File: src/rtl/sortvals_reader.sv
// sortvals_reader: captures a finished sort result and streams it out.
//
// The sorter presents a flat, ascending array and a level done flag.
// On the rising edge of that flag (seen while IDLE), the whole array is
// copied into a local buffer. The sorter is then free to be reset and
// reused while this block streams the buffered words. Words leave one at a
// time over a valid/ready handshake.
//
// All outputs are registered. The word that will be presented after a
// handshake is loaded straight from the buffer at the next pointer, so the
// outputs never depend combinationally on out_ready.

module sortvals_reader #(
    parameter int DATA_WIDTH = 32,
    parameter int NUM_WORDS  = 32,
    parameter bit ASCENDING  = 1'b1
) (
    input  logic                             clk,
    input  logic                             rst,
    input  logic                             sort_done,
    input  logic [DATA_WIDTH*NUM_WORDS-1:0]  array_in,
    output logic                             out_valid,
    input  logic                             out_ready,
    output logic [DATA_WIDTH-1:0]            out_data,
    output logic [$clog2(NUM_WORDS)-1:0]     out_index,
    output logic                             out_last,
    output logic                             busy,
    output logic                             drained
);

    localparam int IDX_W = $clog2(NUM_WORDS);

    // First and final stream positions depend on the emit direction.
    localparam int FIRST_I = ASCENDING ? 0 : NUM_WORDS - 1;
    localparam int LAST_I  = ASCENDING ? NUM_WORDS - 1 : 0;
    localparam logic [IDX_W-1:0] FIRST_POS = IDX_W'(FIRST_I);
    localparam logic [IDX_W-1:0] LAST_POS  = IDX_W'(LAST_I);

    typedef enum logic [1:0] {
        S_IDLE    = 2'd0,
        S_STREAM  = 2'd1,
        S_DRAINED = 2'd2
    } state_t;

    state_t                state;
    logic                  done_q;
    logic [IDX_W-1:0]      ptr;
    logic [IDX_W-1:0]      next_ptr;
    logic                  rise;
    logic                  handshake;
    logic [DATA_WIDTH-1:0] data_buf [NUM_WORDS];

    // Capture needs a fresh rise of the level flag, not just a high level.
    assign rise      = sort_done & ~done_q;
    assign handshake = out_valid & out_ready;

    // Step one slot toward the final position. The state leaves STREAM on the
    // last handshake, so the pointer never actually wraps.
    assign next_ptr  = ASCENDING ? (ptr + 1'b1) : (ptr - 1'b1);

    assign out_index = ptr;

    // Main FSM: edge detect, capture, streaming, and all registered outputs.
    always_ff @(posedge clk) begin
        if (rst) begin
            state     <= S_IDLE;
            done_q    <= 1'b0;
            ptr       <= '0;
            out_valid <= 1'b0;
            out_data  <= '0;
            out_last  <= 1'b0;
            busy      <= 1'b0;
            drained   <= 1'b0;
            for (int i = 0; i < NUM_WORDS; i++) begin
                data_buf[i] <= '0;
            end
        end else begin
            done_q <= sort_done;
            case (state)
                S_IDLE: begin
                    if (rise) begin
                        for (int i = 0; i < NUM_WORDS; i++) begin
                            data_buf[i] <= array_in[i*DATA_WIDTH +: DATA_WIDTH];
                        end
                        // Present the first word straight from the input, since
                        // the buffer is only being written at this same edge.
                        ptr       <= FIRST_POS;
                        out_data  <= array_in[FIRST_I*DATA_WIDTH +: DATA_WIDTH];
                        out_last  <= (FIRST_POS == LAST_POS);
                        out_valid <= 1'b1;
                        busy      <= 1'b1;
                        state     <= S_STREAM;
                    end
                end

                S_STREAM: begin
                    if (handshake) begin
                        if (out_last) begin
                            out_valid <= 1'b0;
                            out_last  <= 1'b0;
                            busy      <= 1'b0;
                            drained   <= 1'b1;
                            state     <= S_DRAINED;
                        end else begin
                            ptr      <= next_ptr;
                            out_data <= data_buf[next_ptr];
                            out_last <= (next_ptr == LAST_POS);
                        end
                    end
                end

                S_DRAINED: begin
                    // Wait for the sorter to drop done, so that a level held
                    // high does not start a second stream.
                    if (!sort_done) begin
                        drained <= 1'b0;
                        state   <= S_IDLE;
                    end
                end

                default: begin
                    out_valid <= 1'b0;
                    out_last  <= 1'b0;
                    busy      <= 1'b0;
                    drained   <= 1'b0;
                    state     <= S_IDLE;
                end
            endcase
        end
    end

endmodule
File: config.mk
export PLATFORM = sky130hd
export DESIGN_NAME = sortvals_reader
export DESIGN_NICKNAME = d
export VERILOG_FILES = /design/src/rtl/sortvals_reader.sv
export SDC_FILE = /design/constraint.sdc
export NUM_CORES = 2
export LEC_CHECK = 0
export CAP_MARGIN = 20
export CORE_AREA = 10 10 411 413
export CTS_BUF_LIST = sky130_fd_sc_hd__clkbuf_8
export CTS_CLUSTER_SIZE = 16
export DETAILED_ROUTE_END_ITERATION = 10
export DIE_AREA = 0 0 421 423
export GPL_TIMING_DRIVEN = 0
export PLACE_DENSITY_LB_ADDON = 0.1
export SLEW_MARGIN = 20
export SYNTH_ARGS = -nofsm -noshare
export SYNTH_HDL_FRONTEND = slang
export SYNTH_SLANG_ARGS = --single-unit
File: constraint.sdc
create_clock -name clk -period 33.6 [get_ports clk]
set_clock_uncertainty 0.2 [all_clocks]
set_input_delay 6.72 -clock clk [delete_from_list [all_inputs] [get_ports clk]]
set_output_delay 6.72 -clock clk [all_outputs]
set_load 0.02 [all_outputs]
==> results_dict.tcl <==
set metrics [dict create \
    ir_worst_vdd_mv 0.0359 \
    yosysTopAreaCell "edfxtp_1" \
    ys_seq_area_share_pct 66.7 \
    cts_hold_buf 0 \
    clockBufferDepth 3 \
    max_slew_margin_pct 24.6 \
    cts_tree "yes" \
    final_nets 5404 \
    worstSetupEndpointType "register" \
    path_common_cell "buf_16" \
    grt_pass1_vias 34400 \
    crit_chain "clkbuf_1 > clkbuf_1 > clkbuf_1 > nand2b_4 > buf_16 > buf_16 > buf_16 > buf_16 > buf_16" \
    synthTopCellsByArea "edfxtp_1, mux4_2, and2_1, nor2b_1, dfxtp_1" \
    ys.flop_type "edfxtp_1" \
    cts_setup_buffers 0 \
    via_per_inst 4.83 \
    final_area_um2 65000 \
    core-area_um2 160000 \
    place_area_um2 61500 \
    post-dp-hpwl_mm 185 \
    synth_area_per_cell_um2 15.4 \
    setup_tns_ns 0 \
    root_buffer "clkbuf_8" \
    synth_area_um2 47400 \
    yosys_register_bits 1067 \
    setup-violations-final 0 \
    cts_buffers 195 \
    start_util_pct 29.6 \
    synth_top_area_share_pct 64.9 \
    track_usage_pct 25.2 \
    drcViolationCount 0 \
    die_x_um 421 \
    ctsResizeCount 0 \
    hold_slack_ns 0.275 \
    synthTopCellsByCount "edfxtp_1, and2_1, nor2b_1, mux4_2, clkbuf_1" \
    cts.sinks 1067 \
    grt_start_max_net_pins 54 \
    fmax_mhz 96.9 \
    cp-start-kind "input pin" \
    yosysMostFrequentCell "edfxtp_1" \
    die_h_um 423 \
    worstSetupPathType "in -> reg" \
    row_count 147 \
    ys_types 42 \
    grt_pass1_wl_mm 304 \
    area_growth_pct 37.2 \
    p_leak_nw 23.3 \
    place_inst 6337 \
    p_total_mw 3.12 \
    ant_nets 0 \
    cts-htree-levels 4 \
    slew_violations 0 \
    period_minus_slack_ns 10.32 \
    worst_slew_pin_slew_ns 1.13 \
    status "completed" \
    cap_violations 0 \
    hold_viol 0 \
    final_cells 6735 \
    gp_congestion 0.872 \
    yosysWarningCount 0 \
    drtIter0Drc 3034 \
    drt-pass1-iter-count 5 \
    crit_required_ns 33.95 \
    rsz0062_at_grt "false" \
    crit_slowest_cell "clkbuf_1" \
    drt-wirelength-per-cell_um 34.5 \
    ios 1069 \
    vias 32500 \
    worstPathArrival_ns 10.68 \
    netlist_instances 3082 \
    grt_overflow 0 \
    drive_above_1_share_pct 12.1 \
    antenna_found_initial 129 \
    insertion_delay_ns 0.91 \
    async_flop_share_pct 0 \
    synth_edf_count 1024 \
    die-area_um2 178000 \
    synth_nets 4112 \
    slowest_delay_ns 0.69 \
    wirelength_mm 232 \
    port_buffers 1067 \
    clk_pin_slew_worst_paths_ns 0.06 \
    critPathMaxFanout 50 \
    worst_hold_path_type "reg -> reg" \
    post-route-period-util_pct 30.7 \
    power_density_nw_per_um2 48.0 \
    rrSetupSlack_ns 25.92 \
]
-- kinds of logic (layout without fill, tap and decap cells) --
| family | after synthesis | count (layout) | synth area share [%] |
|---|---|---|---|
| AO/OA/AOI/OAI | 223 | 223 | 3.68 |
| XOR/XNOR | 5 | 5 | 0.108 |
| adder cells (fa/ha/maj) | 2 | 2 | 0.0528 |
| buffers and inverters | 229 | 1672 | 2.08 |
| flip-flops | 1067 | 1067 | 66.7 |
| multiplexers | 278 | 278 | 11.7 |
| other | 0 | 50 | 0 |
| AND/OR/NAND/NOR | 1278 | 1278 | 15.7 |
-- critical path, delay by kind of cell --
| family | cells | cell delay [ns] |
|---|---|---|
| buffers and inverters | 8 | 3.18 |
| AND/OR/NAND/NOR | 1 | 0.64 |
-- worst paths after layout --
path                                    from                to  cells past startpoint
worst max-delay path                     rst  data_buf[15][11]                      9
worst min-delay path                 drained           drained                      2
worst min register to register       drained           drained                      2
worst max register to register  out_index[0]       out_data[0]                     14
-- layout by cell type (no fill, tap or decap), types with 50 or more instances in the layout --
master           count
nor2b_1            453
clkinv_1            56
and2_1             577
a22oi_1             56
clkbuf_8           201
diode_2             50
mux4_2             220
clkdlybuf4s50_1   1067
inv_1               68
edfxtp_1          1024
mux2i_1             58
nand2_1            164
clkbuf_1           160
-- state kept, by name, summed over array words and instances, names as in the netlist --
name       cells
busy           1
out_data      32
out_index      5
drained        1
state          2
data_buf    1024
done_q         1
out_last       1
-- cell type report --
cell class	instances	area, um^2
fillers	15300	95200
flip-flops and latches	1067	31600
multi-input cells	1786	14800
repair buffers	1095	11400
clock buffers	201	2770
well taps	2160	2700
plain buffers	227	996
clock inverters	147	649
diodes	50	125
inverters	2	7.51
-- power by group --
group,switching [mW],internal (mW),total [mW]
Sequential,0.0300,1.58,1.61
Clock,0.582,0.559,1.14
Combinational,0.183,0.194,0.377
-- routing by layer --
layer | part of all wire, % | up-vias | GRT usage (%)
met1 | 38 | 16500 | 28.8
met3 | 6.2 | 444 | 6.16
met5 | 0.15 | - | 0
met2 | 52 | 1424 | 44.9
li1 | - | 14100 | -
met4 | 4.2 | 54 | 10.4
-- stage by stage --
stage	utilization (%)	setup slack [ns]
floorplan	-	0.0798
global route	40.6	23.10
finish	40.6	23.28
detailed placement	38.4	22.24
global placement	37.9	-14.11
CTS	40.5	23.23
No activity file was read; power rests on OpenSTA's default activity.
